**src/rtl/pmswitch_ack_collector.sv**
```systemverilog
// rtl/pmswitch_ack_collector.sv - outstanding-request table that counts acks and emits completions
module pmswitch_ack_collector #(
    parameter int DEPTH = 8
) (
    input  logic                       aclk,
    input  logic                       aresetn,
    input  logic [47:0]                s_meta_tdata,
    input  logic                       s_meta_tvalid,
    output logic                       s_meta_tready,
    input  logic [31:0]                s_ack_tdata,
    input  logic                       s_ack_tvalid,
    output logic                       s_ack_tready,
    output logic [39:0]                m_done_tdata,
    output logic                       m_done_tvalid,
    input  logic                       m_done_tready,
    output logic [$clog2(DEPTH+1)-1:0] pending_count,
    output logic                       err_unmatched
);

    localparam int IW = (DEPTH > 1) ? $clog2(DEPTH) : 1;
    localparam int CW = $clog2(DEPTH + 1);

    logic [DEPTH-1:0] valid_q;
    logic [DEPTH-1:0] valid_nxt;
    logic [31:0]      addr_q [DEPTH];
    logic [7:0]       op_q   [DEPTH];
    logic [7:0]       rem_q  [DEPTH];

    logic          free_found;
    logic [IW-1:0] free_idx;
    logic          ack_hit;
    logic [IW-1:0] ack_idx;
    logic          done_found;
    logic [IW-1:0] done_idx;
    logic          meta_acc;
    logic          load;
    logic          done_take;
    logic [CW-1:0] cnt_nxt;

    // Acks are never back-pressured; both readies drop while reset is held.
    assign s_ack_tready  = aresetn;
    assign s_meta_tready = aresetn & free_found;
    assign meta_acc      = s_meta_tvalid & s_meta_tready;
    assign load          = !m_done_tvalid || m_done_tready;
    assign done_take     = load & done_found;

    // Lowest-index searches over pre-edge state: free slot, ack match, done entry.
    always_comb begin
        free_found = 1'b0;
        free_idx   = '0;
        ack_hit    = 1'b0;
        ack_idx    = '0;
        done_found = 1'b0;
        done_idx   = '0;
        for (int i = DEPTH - 1; i >= 0; i--) begin
            if (!valid_q[i]) begin
                free_found = 1'b1;
                free_idx   = IW'(i);
            end
            if (s_ack_tvalid && valid_q[i] && addr_q[i] == s_ack_tdata && rem_q[i] != 8'd0) begin
                ack_hit = 1'b1;
                ack_idx = IW'(i);
            end
            if (valid_q[i] && rem_q[i] == 8'd0) begin
                done_found = 1'b1;
                done_idx   = IW'(i);
            end
        end
    end

    // Next valid vector and its popcount, so pending_count tracks the table exactly.
    always_comb begin
        valid_nxt = valid_q;
        if (done_take) begin
            valid_nxt[done_idx] = 1'b0;
        end
        if (meta_acc) begin
            valid_nxt[free_idx] = 1'b1;
        end
        cnt_nxt = '0;
        for (int i = 0; i < DEPTH; i++) begin
            cnt_nxt = cnt_nxt + CW'(valid_nxt[i]);
        end
    end

    // Table fields: a new request lands in the free slot, a matched ack decrements its entry.
    always_ff @(posedge aclk or negedge aresetn) begin
        if (!aresetn) begin
            for (int i = 0; i < DEPTH; i++) begin
                addr_q[i] <= '0;
                op_q[i]   <= '0;
                rem_q[i]  <= '0;
            end
        end else begin
            for (int i = 0; i < DEPTH; i++) begin
                if (meta_acc && free_idx == IW'(i)) begin
                    addr_q[i] <= s_meta_tdata[31:0];
                    op_q[i]   <= s_meta_tdata[39:32];
                    rem_q[i]  <= s_meta_tdata[47:40];
                end else if (ack_hit && ack_idx == IW'(i)) begin
                    rem_q[i] <= rem_q[i] - 8'd1;
                end
            end
        end
    end

    // Valid bits, occupancy count and the unmatched-ack pulse.
    always_ff @(posedge aclk or negedge aresetn) begin
        if (!aresetn) begin
            valid_q       <= '0;
            pending_count <= '0;
            err_unmatched <= 1'b0;
        end else begin
            valid_q       <= valid_nxt;
            pending_count <= cnt_nxt;
            err_unmatched <= s_ack_tvalid & !ack_hit;
        end
    end

    // Single output slot: refilled from the lowest done entry whenever it is empty or consumed.
    always_ff @(posedge aclk or negedge aresetn) begin
        if (!aresetn) begin
            m_done_tdata  <= '0;
            m_done_tvalid <= 1'b0;
        end else if (load) begin
            if (done_found) begin
                m_done_tdata  <= {op_q[done_idx], addr_q[done_idx]};
                m_done_tvalid <= 1'b1;
            end else begin
                m_done_tvalid <= 1'b0;
            end
        end
    end

endmodule
```
**config.mk**
```make
export PLATFORM = sky130hd
export DESIGN_NAME = pmswitch_ack_collector
export DESIGN_NICKNAME = d
export VERILOG_FILES = /design/src/rtl/pmswitch_ack_collector.sv
export SDC_FILE = /design/constraint.sdc
export NUM_CORES = 1
export LEC_CHECK = 0
export CORE_MARGIN = 10
export CORE_UTILIZATION = 40
export CTS_BUF_LIST = sky130_fd_sc_hd__clkbuf_8 sky130_fd_sc_hd__clkbuf_16
export DETAILED_ROUTE_END_ITERATION = 8
export GPL_TIMING_DRIVEN = 0
export MAX_ROUTING_LAYER = met4
export PLACE_DENSITY = 0.68
export SLEW_MARGIN = 5
export SYNTH_ARGS = -nofsm -noshare
export SYNTH_HDL_FRONTEND = slang
export SYNTH_SLANG_ARGS = --single-unit
```
**constraint.sdc**
```tcl
create_clock -name aclk -period 4.8 [get_ports aclk]
set_input_delay 1.2 -clock aclk [delete_from_list [all_inputs] [get_ports aclk]]
set_output_delay 1.2 -clock aclk [all_outputs]
set_load 0.005 [all_outputs]
```
======== Yosys cells after proc, flatten, opt, wreduce, memory -nomap -nowiden ========
Cells that the tools add are included.
cells by class
  add/subtract/negate cells ............... 15
  multipliers ............................. 0
  div/mod/pow operators ................... 0
  magnitude comparators ................... 5
  equal/unequal tests ..................... 22
  shift operators ......................... 0
  mux-type cells .......................... 77
  bitwise operators ....................... 8
  reduce and logical (&&, ||, !) cells .... 80
operators with widths
  kind                                                                          count
  32-bit equality test                                                          8
  8-bit two-way mux                                                             20
  32-bit binary-select mux with 3-bit select                                    1
  3-bit two-way mux                                                             24
  8-bit logical NOT                                                             8
  32-bit two-way mux                                                            2
  8-bit nonzero test                                                            8
  8-bit by 1-bit subtractor with 8-bit output, second input constant            8
  1-bit logical AND                                                             50
  1-bit two-way mux                                                             27
  8-bit binary-select mux with 3-bit select                                     1
  3-bit equality test, second input constant                                    8
  4-bit by 1-bit adder with 4-bit output                                        4
  2-bit nonzero test                                                            8
  3-bit by 2-bit equality test with 1-bit output, second input constant         4
  8-bit AND                                                                     1
  3-bit by 4-bit less-than comparator with 1-bit output, second input constant  2
  8-bit inverter                                                                1
  8-bit bitwise OR                                                              1
  1-bit demux with 3-bit select                                                 2
  3-bit by 1-bit equality test with 1-bit output, second input constant         2
  3-bit by 1-bit >= comparator with 1-bit output, second input constant         2
  3-bit logical NOT                                                             2
  3-bit by 1-bit adder with 4-bit output                                        1
  other kinds (8)                                                               12
word-level totals
  register bits after elaboration ......... 438
  bits in latches ......................... 0
  memory bits (writable) .................. 0
  bits in read-only memories .............. 0
  bits of input ports ..................... 85
  output and inout bits ................... 48
  logic and storage cells ................. 236
  memories ................................ 0

======== Longest topological paths before layout ========
Gate-level depths: netlist of run 1.
  word-level depth ........................ 26
  mapped depth ............................ 19
  mapped depth without buffers ............ 19

======== Worst setup path before layout of run 1 ========
Ideal clock, no wire load.
  kind .................................... flip-flop to flip-flop
  start ................................... register rem_q[59] (netlist bit)
  end ..................................... register pending_count[2]
  setup time .............................. 0.123 ns
  arrival time ............................ 4.732 ns
  data required time ...................... 4.677 ns
  slack ................................... -0.055 ns
  stages on the path, launching flop included .. 18
  buffers on the path ..................... 1
  clock period less this slack ............ 4.855 ns
  path through ............................ dfrtp_1 > or4_4 > or4b_2 > nand4_1 > o21ai_0 > clkbuf_1 > nand2b_1 > o21ai_0 > nor2b_1 > fa_1 > inv_1 > fa_1 > inv_1 > fa_1 > inv_1 > ha_1 > fa_1 > xor2_1
on the way
  cells in the longest elaborated chain, start to end .. 19
  elaborated cells between the ends (all ways) .. 22
  those cells by class .................... 7 x add/sub; 2 x order compare; 6 x mux; 4 x bitwise; 3 x reduce/logical
RTL lines
  what                                                                                                                                                  RTL line  RTL
  start, declared                                                                                                                                       27        logic [7:0] rem_q [DEPTH];
  start signal, assigned by index                                                                                                                       99        rem_q[i] <= s_meta_tdata[47:40];
  start signal, assigned by index                                                                                                                       101       rem_q[i] <= rem_q[i] - 8'd1;
  8-bit logical NOT *                                                                                                                                   64        if (valid_q[i] && rem_q[i] == 8'd0) begin
  1-bit logical AND *                                                                                                                                   64
  3-bit two-way mux                                                                                                                                     64
  3-bit by 4-bit less-than comparator with 1-bit output (implied by the code) / 3-bit by 1-bit >= comparator with 1-bit output (equally long branches)  75        valid_nxt[done_idx] = 1'b0;
  1-bit logical AND (implied by the code)                                                                                                               75
  1-bit two-way mux (implied by the code)                                                                                                               75
  1-bit demux with 3-bit select                                                                                                                         75
  8-bit inverter (no source line)                                                                                                                       -
  [... 2 more ...]                                                                                                                                      -
  8-bit bitwise OR (no source line)                                                                                                                     -
  8-bit two-way mux *                                                                                                                                   77        if (meta_acc) begin
  1-bit by 1-bit adder with 2-bit output                                                                                                                82        cnt_nxt = cnt_nxt + CW'(valid_nxt[i]);
  2-bit by 1-bit adder with 3-bit output                                                                                                                82
  3-bit by 1-bit adder with 4-bit output                                                                                                                82
  4-bit by 1-bit adder with 4-bit output (3 in series)                                                                                                  82
  4-bit by 1-bit adder with 4-bit output *                                                                                                              82
  named net cnt_nxt[2]                                                                                                                                  38        logic [CW-1:0] cnt_nxt;
  end signal, assigned                                                                                                                                  115       pending_count <= cnt_nxt;
  end, declared                                                                                                                                         16        output logic [$clog2(DEPTH+1)-1:0] pending_count,
Mark *: on every way through the listed nets, which the timed path passes. The rest lies on a longest branch.
A chain may end at the register's enable or synchronous reset.

======== Worst setup path after layout of run 1 ========
  start ................................... register rem_q[60] (netlist bit)
  end ..................................... register pending_count[2]
Same word-level chain as after synthesis.

==> results of run 1 <==
## layer usage
layer / part of all wire (%) / vias up / wire, um
li1: - / 8080 / -
met1: 41 / 9768 / 40750
met2: 46 / 997 / 45010
met3: 8.4 / 190 / 8257
met4: 4.4 / 0 / 4356
met5: 0 / - / 0
## final cells by class
cell class	count	area (um2)
buffer	145	628.1
clock inverter	28	219.0
inverter	36	135.1
multi-input combinational	1569	11520
fill	5210	29380
timing repair buffer	121	1308
sequential	438	10960
clock buffer	65	1491
antenna	8	20.02
tap	756	945.9
## cell families after synthesis
family                     count (synthesis)  share of synthesized area (%)
muxes                                    291                          14.25
and+or+nand+nor                          667                          13.61
AOI/OAI and AO/OA                        288                          8.312
adders and majority gates                 21                          1.275
DFF                                      438                          47.74
buffers and inverters                    187                          3.286
xor gates and xnor gates                 302                          11.52
## sequential cells by signal, summed over array words and instances (netlist names)
| signal | count |
|---|---|
| op_q | 64 |
| m_done_tvalid | 1 |
| m_done_tdata | 40 |
| rem_q | 64 |
| addr_q | 256 |
| err_unmatched | 1 |
| valid_q | 8 |
| pending_count | 4 |
## cells in the mapped netlist (9+ instances only)
cell      number  area share, %
inv_1         36           0.59
a211oi_1      26           0.85
mux2_2       286             14
o21ai_0       89            1.9
nand4_1       33           0.90
buf_2         33           0.72
xnor2_1       76            2.9
nand2_1      350            5.7
nand3_1       51            1.1
a21oi_1       55            1.2
clkbuf_1     101            1.7
nor3_1        20           0.44
a221o_1       11           0.48
dfrtp_1      438             48
buf_1         15           0.25
xor2_1       226            8.6
or3_1          9           0.25
nor2_1        67            1.1
ha_1          17           0.93
a31oi_1       32           0.87
nor4_1        70            1.9
a22o_1        11           0.42
a222oi_1      38            1.7
nand2b_1      11           0.30
## through the flow
step	area [um2]	hold slack, ns	cells	TNS [ns]	util (%)
2_1_floorplan	22960	0.4455	2194	0	-
3_3_place_gp	24830	0.4575	3042	-	43.86
3_5_place_dp	25000	0.4628	3048	-11.91	44.16
4_1_cts	26980	0.4747	3144	0	47.67
5_1_grt	27210	0.5009	3162	-0.005877	48.08
6_report	27220	0.4767	3166	0	48.10
## path summary, 6_finish.rpt
check / from / endpoint / slack (ns) / cells past startpoint
setup / recovery: rem_q[60] / pending_count[2] / 0.09 / 17
hold / removal: aresetn / addr_q[64] / 0.48 / 1
setup reg to reg: rem_q[60] / pending_count[2] / 0.09 / 17
hold reg to reg: op_q[58] / op_q[58] / 0.48 / 2
max in group asynchronous: aresetn / addr_q[238] / 3.26 / 3
min in group aclk: op_q[58] / op_q[58] / 0.48 / 2
## power by group through the flow
stage / registers [mW] / clock network, mW / logic (mW)
3_3_place_gp: 6.34 / 0 / 6.12
6_report: 6.45 / 4.02 / 6.65
5_1_grt: 6.59 / 4.19 / 7.01
4_1_cts: 6.38 / 4.04 / 6.40
3_5_place_dp: 6.41 / 0 / 6.22
2_1_floorplan: 6.05 / 0 / 3.57
## what timing repair did
action | CTS | global route
pin swaps | 12 | 16
endpoints found under the setup margin | 13 | 3
buffers inserted | 5 | 15
resized for setup | 45 | 25
gates cloned | 2 | 1
==> run_results.csv, run 1 <==
group,metric,value,unit
outcome,status,"complete, but fails checks",
outcome,violations,"capacitance limit, slew limit",
cells_and_area,syn2layout_area_growth,18.59,%
pwr,combPwrFrac,38.8,%
die,rows,87,
global_route,grt_usage,29.43,%
cts,cts_hold_buffers,0,
pwr,p_total,17.12,mW
routing,viasPerCell,6.012,
worst_setup_path,critical-path-slowest-cell,"or4b_4",
routing,ant_nets,0,
routing,drt-pass1-iter-count,8,
worst_setup_path,required,5.29,ns
logic_synthesis,ys_seq_elements,438,
cts,clk_pin_slew,0.06,ns
die,dieHeight,259.6,um
cells_and_area,final_common_cell,"dfrtp_1",
timing,tightestPinTransition,1.563,ns
placement,routabilityCongestion,1.032,
global_route,use_met2,45.04,%
pwr,internal-power,10.11,mW
die,fp.dieArea,67370,um2
worst_setup_path,path_buf_inv,4,
cells_and_area,layout-drive-gt1-share,20.19,%
die,die_w,259.6,um
cts,tritoncts,"yes",
routing,first_iter_violations,2210,
cells_and_area,most-common-layout-cells,"dfrtp_1 (437), nand2_1 (347), mux2_2 (286), xor2_1 (226), clkdlybuf4s50_1 (91)",
cts,numCtsBuffers,52,
cts,insertion_delay,0.62,ns
global_route,grt_pass1_vias,18740,
pwr,ir_worst_vdd,0.0003348,V
timing,hold_viol,0,
global_route,grt_overflow_total,0,
die,core_region_area,56600,um2
worst_setup_path,cp-start-kind,"flip-flop",
logic_synthesis,ys_async_sr_fraction,100.0,%
logic_synthesis,syn-num-nets,2300,
worst_setup_path,critPathKind,"flip-flop to flip-flop",
die,ios,133,
placement,place_ws,-2.345,ns
global_route,grt_most_used_layer,"met2",
worst_setup_path,cp_cell_sequence,"or4_4, or4b_4, nand2_4, o21ai_2, buf_6, nand2b_4, o21ai_2, nor2b_4, fa_1, inv_1, fa_1, inv_1, fa_1, inv_1, ha_4, fa_1, xor2_1",
timing,post-route-min-period,4.706,ns
global_route,gr-usage-met1,38.23,%
min_path,holdCritPathClass,"input port to asynchronous set/reset pin",
timing,final-setup-viol-count,0,
logic_synthesis,synthCells,2194,
pwr,power_density,628.9,nW/um2
cts,cts.sinks,438,
run,maxCapViolCount,1,
logic_synthesis,syn-cell-area,22960,um2
worst_setup_path,cpPeakStageDelay,0.58,ns
routing,drcViolationCount,0,
cells_and_area,fin_nets,2469,
pwr,p_sw_share,40.94,%
pwr,switchingPower,7.010,mW
cts,htree_levels,2,
logic_synthesis,ys_warn_count,0,
placement,place_hpwl,72.90,mm
timing,max_freq,212.5,MHz
placement,port_buffers,92,
routing,wl_per_cell,31.07,um
global_route,antenna_found_initial,6,
logic_synthesis,synth_edf_count,0,
worst_setup_path,cpMostUsedCell,"fa_1",
timing,fin_crit_sh,98.04,%
global_route,grt_use_met3,4.772,%
global_route,grt_max_degree,91,
timing,slew_headroom,-4.205,%
pwr,p_clk_share,23.5,%
logic_synthesis,ys_seq_area_share,47.74,%
timing,fin_skew,0.01874,ns
logic_synthesis,synth_ff_type,"dfrtp_1",
die,initial_core_util,40.56,%
timing,setup_slack,0.09394,ns
worst_setup_path,critPathMaxFanout,4,
routing,vias,19040,
worst_setup_path,critPathTopFamily,"adder cells",
logic_synthesis,syn_avg_cell_area,10.46,um2
cts,cts_root_buffer,"clkbuf_16",
logic_synthesis,ys_types,52,
cts,clock_path_buffers,3,
worst_setup_path,cp_data_arrival_time,5.20,ns
global_route,grt_pass1_wl,138.5,mm
pwr,seqPwrFrac,37.7,%
worst_setup_path,endpoint_kind,"flip-flop",
routing,drt-total-wl,98.37,mm
timing,maxSlewViolCount,11,
pwr,p_leak,12.13,nW
(Power assumes the default switching activity.)
==> run 2, diff against run 1 <==
--- a/config.mk
+++ b/config.mk
@@ -5,6 +5,7 @@
 export SDC_FILE = /design/constraint.sdc
 export NUM_CORES = 1
 export LEC_CHECK = 0
+export ABC_AREA = 1
 export CORE_MARGIN = 10
 export CORE_UTILIZATION = 40
 export CTS_BUF_LIST = sky130_fd_sc_hd__clkbuf_8 sky130_fd_sc_hd__clkbuf_16
@@ -12,6 +13,7 @@
 export GPL_TIMING_DRIVEN = 0
 export MAX_ROUTING_LAYER = met4
 export PLACE_DENSITY = 0.68
+export RECOVER_POWER = 100
 export SLEW_MARGIN = 5
 export SYNTH_ARGS = -nofsm -noshare
 export SYNTH_HDL_FRONTEND = slang
==> run 2 against run 1 <==
Net effect: the flow still finishes with violations (capacitance limit, slew limit); highest routed layer unchanged; worst hold slack gained 0.0075 ns; wire length rose by 76%; clock skew grew 0.038 ns; final cell count increased by 54%.
==> run_results.csv, run 2 <==
group,metric,value,unit
die,dieHeight,276.8,um
worst_setup_path,required,5.34,ns
routing,wl_met3,23.55,mm
min_path,holdCritPathClass,"flip-flop to flip-flop",
logic_synthesis,syn-cell-area,26380,um2
routing,first_iter_violations,5054,
logic_synthesis,ys_async_sr_fraction,100.0,%
pwr,ir_worst_vdd,0.0004786,V
logic_synthesis,synth.most_common_cell,"nand2_1",
cells_and_area,fin_nets,4040,
pwr,p_total,22.95,mW
cells_and_area,top_regs,"addr_q: 256 flops, op_q: 64 flops, rem_q: 64 flops",
cts,numCtsBuffers,52,
worst_setup_path,critPathKind,"flip-flop to flip-flop",
pwr,p_leak,14.87,nW
cells_and_area,final_common_cell,"nand2_1",
logic_synthesis,ys_top_cells_by_count,"nand2_1 (1,231), o21ai_0 (455), dfrtp_1 (438), inv_1 (401), nor2_1 (279)",
routing,viasPerCell,6.183,
worst_setup_path,endpoint_kind,"flip-flop",
cells_and_area,syn2layout_area_growth,18.67,%
logic_synthesis,ys_top_cells_by_area,"dfrtp_1 (42%), nand2_1 (18%), o21ai_0 (8.6%)",
logic_synthesis,synthCells,3729,
cells_and_area,seqCellArea,10960,um2
worst_setup_path,cp-start-kind,"flip-flop",
timing,maxSlewViolCount,421,
placement,port_buffers,103,
timing,fin_crit_sh,97.24,%
routing,drcViolationCount,0,
timing,max_freq,214.2,MHz
cells_and_area,most-common-layout-cells,"nand2_1 (1,216), o21ai_0 (454), dfrtp_1 (438), inv_1 (399), nor2_1 (274)",
cts,htree_levels,2,
logic_synthesis,ys_seq_elements,438,
logic_synthesis,synth_edf_count,0,
logic_synthesis,ys_seq_area_share,41.55,%
routing,drt-pass1-iter-count,6,
global_route,grt_pass1_vias,28050,
cells_and_area,top_register,"addr_q",
cts,clock_path_buffers,3,
cells_and_area,post-route-util,47.70,%
cts,clk_pin_slew,0.06,ns
timing,hold_viol,0,
routing,vias,30060,
cells_and_area,multi_input_area,13160,um2
routing,dr.max_layer_used,"met4",
timing,post-route-min-period,4.668,ns
routing,dr_wl_met2,70.40,mm
cells_and_area,layout-drive-gt1-share,9.127,%
timing,fin_skew,0.05718,ns
global_route,grt_usage,44.52,%
timing,final-setup-viol-count,0,
timing,tightestPinTransition,3.456,ns
cts,cts_root_buffer,"clkbuf_16",
logic_synthesis,ys_types,60,
routing,ant_nets,0,
outcome,violations,"capacitance limit, slew limit",
cts,tritoncts,"yes",
cells_and_area,n_fill_cell,6763,
die,fp.dieArea,76620,um2
timing,slew_headroom,-130.4,%
worst_setup_path,critPathMaxFanout,3,
cells_and_area,layout.cells.non_filler,4862,
die,rows,94,
logic_synthesis,syn-num-nets,3835,
placement,place_hpwl,129.9,mm
die,ios,133,
die,initial_core_util,40.19,%
placement,dp.cells,4702,
global_route,grt_pass1_wl,230.8,mm
outcome,status,"complete, but fails checks",
timing,tns,0,ns
run,maxCapViolCount,14,
routing,drt-total-wl,172.7,mm
logic_synthesis,synth_ff_type,"dfrtp_1",
logic_synthesis,synth_top_cell_area_share,41.55,%
worst_setup_path,cp_data_arrival_time,5.21,ns
pwr,power_density,733.0,nW/um2
die,core_region_area,65630,um2
routing,wl_met1,66.21,mm
die,die_w,276.8,um
global_route,antenna_found_initial,16,
logic_synthesis,syn_avg_cell_area,7.074,um2
placement,routabilityCongestion,1.164,
cts,cts.sinks,438,
global_route,grt_max_degree,96,
logic_synthesis,ys_warn_count,0,
global_route,grt_overflow_total,0,
cells_and_area,largest_register_ffs,256,
logic_synthesis,synth.largest_area_cell,"dfrtp_1",
routing,wl_per_cell,35.53,um
cts,insertion_delay,0.67,ns
run 2: cell count changes after synthesis, moves of 33 or more:
cell	before	now
a222oi_1	38	0
inv_1	36	401
inv_2	0	33
mux2_2	286	0
nand2_1	350	1231
nand3_1	51	130
nand4_1	33	93
nor2_1	67	279
nor4_1	70	11
o21ai_0	89	455
o22ai_1	3	47
xor2_1	226	52
run 2: repair_timing:
action	in CTS	in global routing
hold buffers	0	0
buffers inserted	19	19
gates resized for setup	79	40
pin swaps	10	18
setup endpoints to repair	25	2
gates cloned	7	0
run 2: critical path: stages (launching register included):
cell       delay [ns]
dfrtp_1          0.39
inv_1            0.11
ha_1             0.15
inv_1            0.05
nor3_2           0.18
nand3_2          0.20
o21ai_0          0.23
nand2_1          0.07
nand2_1          0.06
nand2_1          0.05
nand2_1          0.07
nand2_1          0.12
inv_2            0.10
nor2_4           0.04
clkbuf_16        0.14
a21oi_2          0.14
nor2_2           0.07
fa_1             0.54
inv_1            0.05
fa_1             0.47
inv_1            0.05
fa_1             0.48
inv_1            0.06
ha_4             0.16
fa_1             0.42
xor2_1           0.17
run 2: final timing paths:
| path | startpoint | end | slack, ns | cells past startpoint |
|---|---|---|---|---|
| max in group asynchronous | aresetn | addr_q[166] | 0.30 | 3 |
| setup / recovery | rem_q[1] | pending_count[2] | 0.13 | 25 |
| setup reg to reg | rem_q[1] | pending_count[2] | 0.13 | 25 |
| min in group asynchronous | aresetn | m_done_tdata[1] | 0.63 | 3 |
| hold reg to reg | op_q[49] | op_q[49] | 0.48 | 2 |
| hold / removal | op_q[49] | op_q[49] | 0.48 | 2 |
run 2: area by class of cell:
cell class	count	share of cell area, %
Buffer	163	3.138
Clock inverter	31	1.459
Multi-Input combinational cell	2689	42.04
Sequential cell	438	35.01
Tap cell	864	3.453
Inverter	436	5.300
Antenna cell	21	0.1679
Clock buffer	66	4.772
Timing Repair Buffer	154	4.652
run 2: logic make-up after synthesis:
kind of cell	share of synthesized area, %
AOI/OAI and AO/OA	14.40
buffers and inverters	9.382
adders and majority gates	1.110
and+or+nand+nor	30.20
DFF	41.55
muxes	0.03795
xor gates and xnor gates	3.320
run 2: routing by layer:
| layer | track usage (%) | vias up |
|---|---|---|
| met2 | 61.46 | 2367 |
| met5 | - | - |
| met3 | 16.22 | 567 |
| li1 | - | 12430 |
| met4 | 27.05 | 0 |
| met1 | 54.64 | 14700 |
run 2: metrics by stage:
| stage | worst slack [ns] | hold WS (ns) | cell area, um2 |
|---|---|---|---|
| floorplan | 0.04598 | 0.4530 | 26380 |
| global placement | -18.12 | 0.4662 | 28490 |
| detailed placement | -2.607 | 0.4736 | 28650 |
| CTS | 0.005813 | 0.4126 | 31290 |
| global route | -0.07373 | 0.5102 | 31280 |
| finish | 0.1325 | 0.4842 | 31300 |
run 2: power by group:
group,switching (mW),internal [mW],total [mW]
sequential,1.54,5.42,6.95
combinational,8.09,3.30,11.4
clock,1.90,2.70,4.60
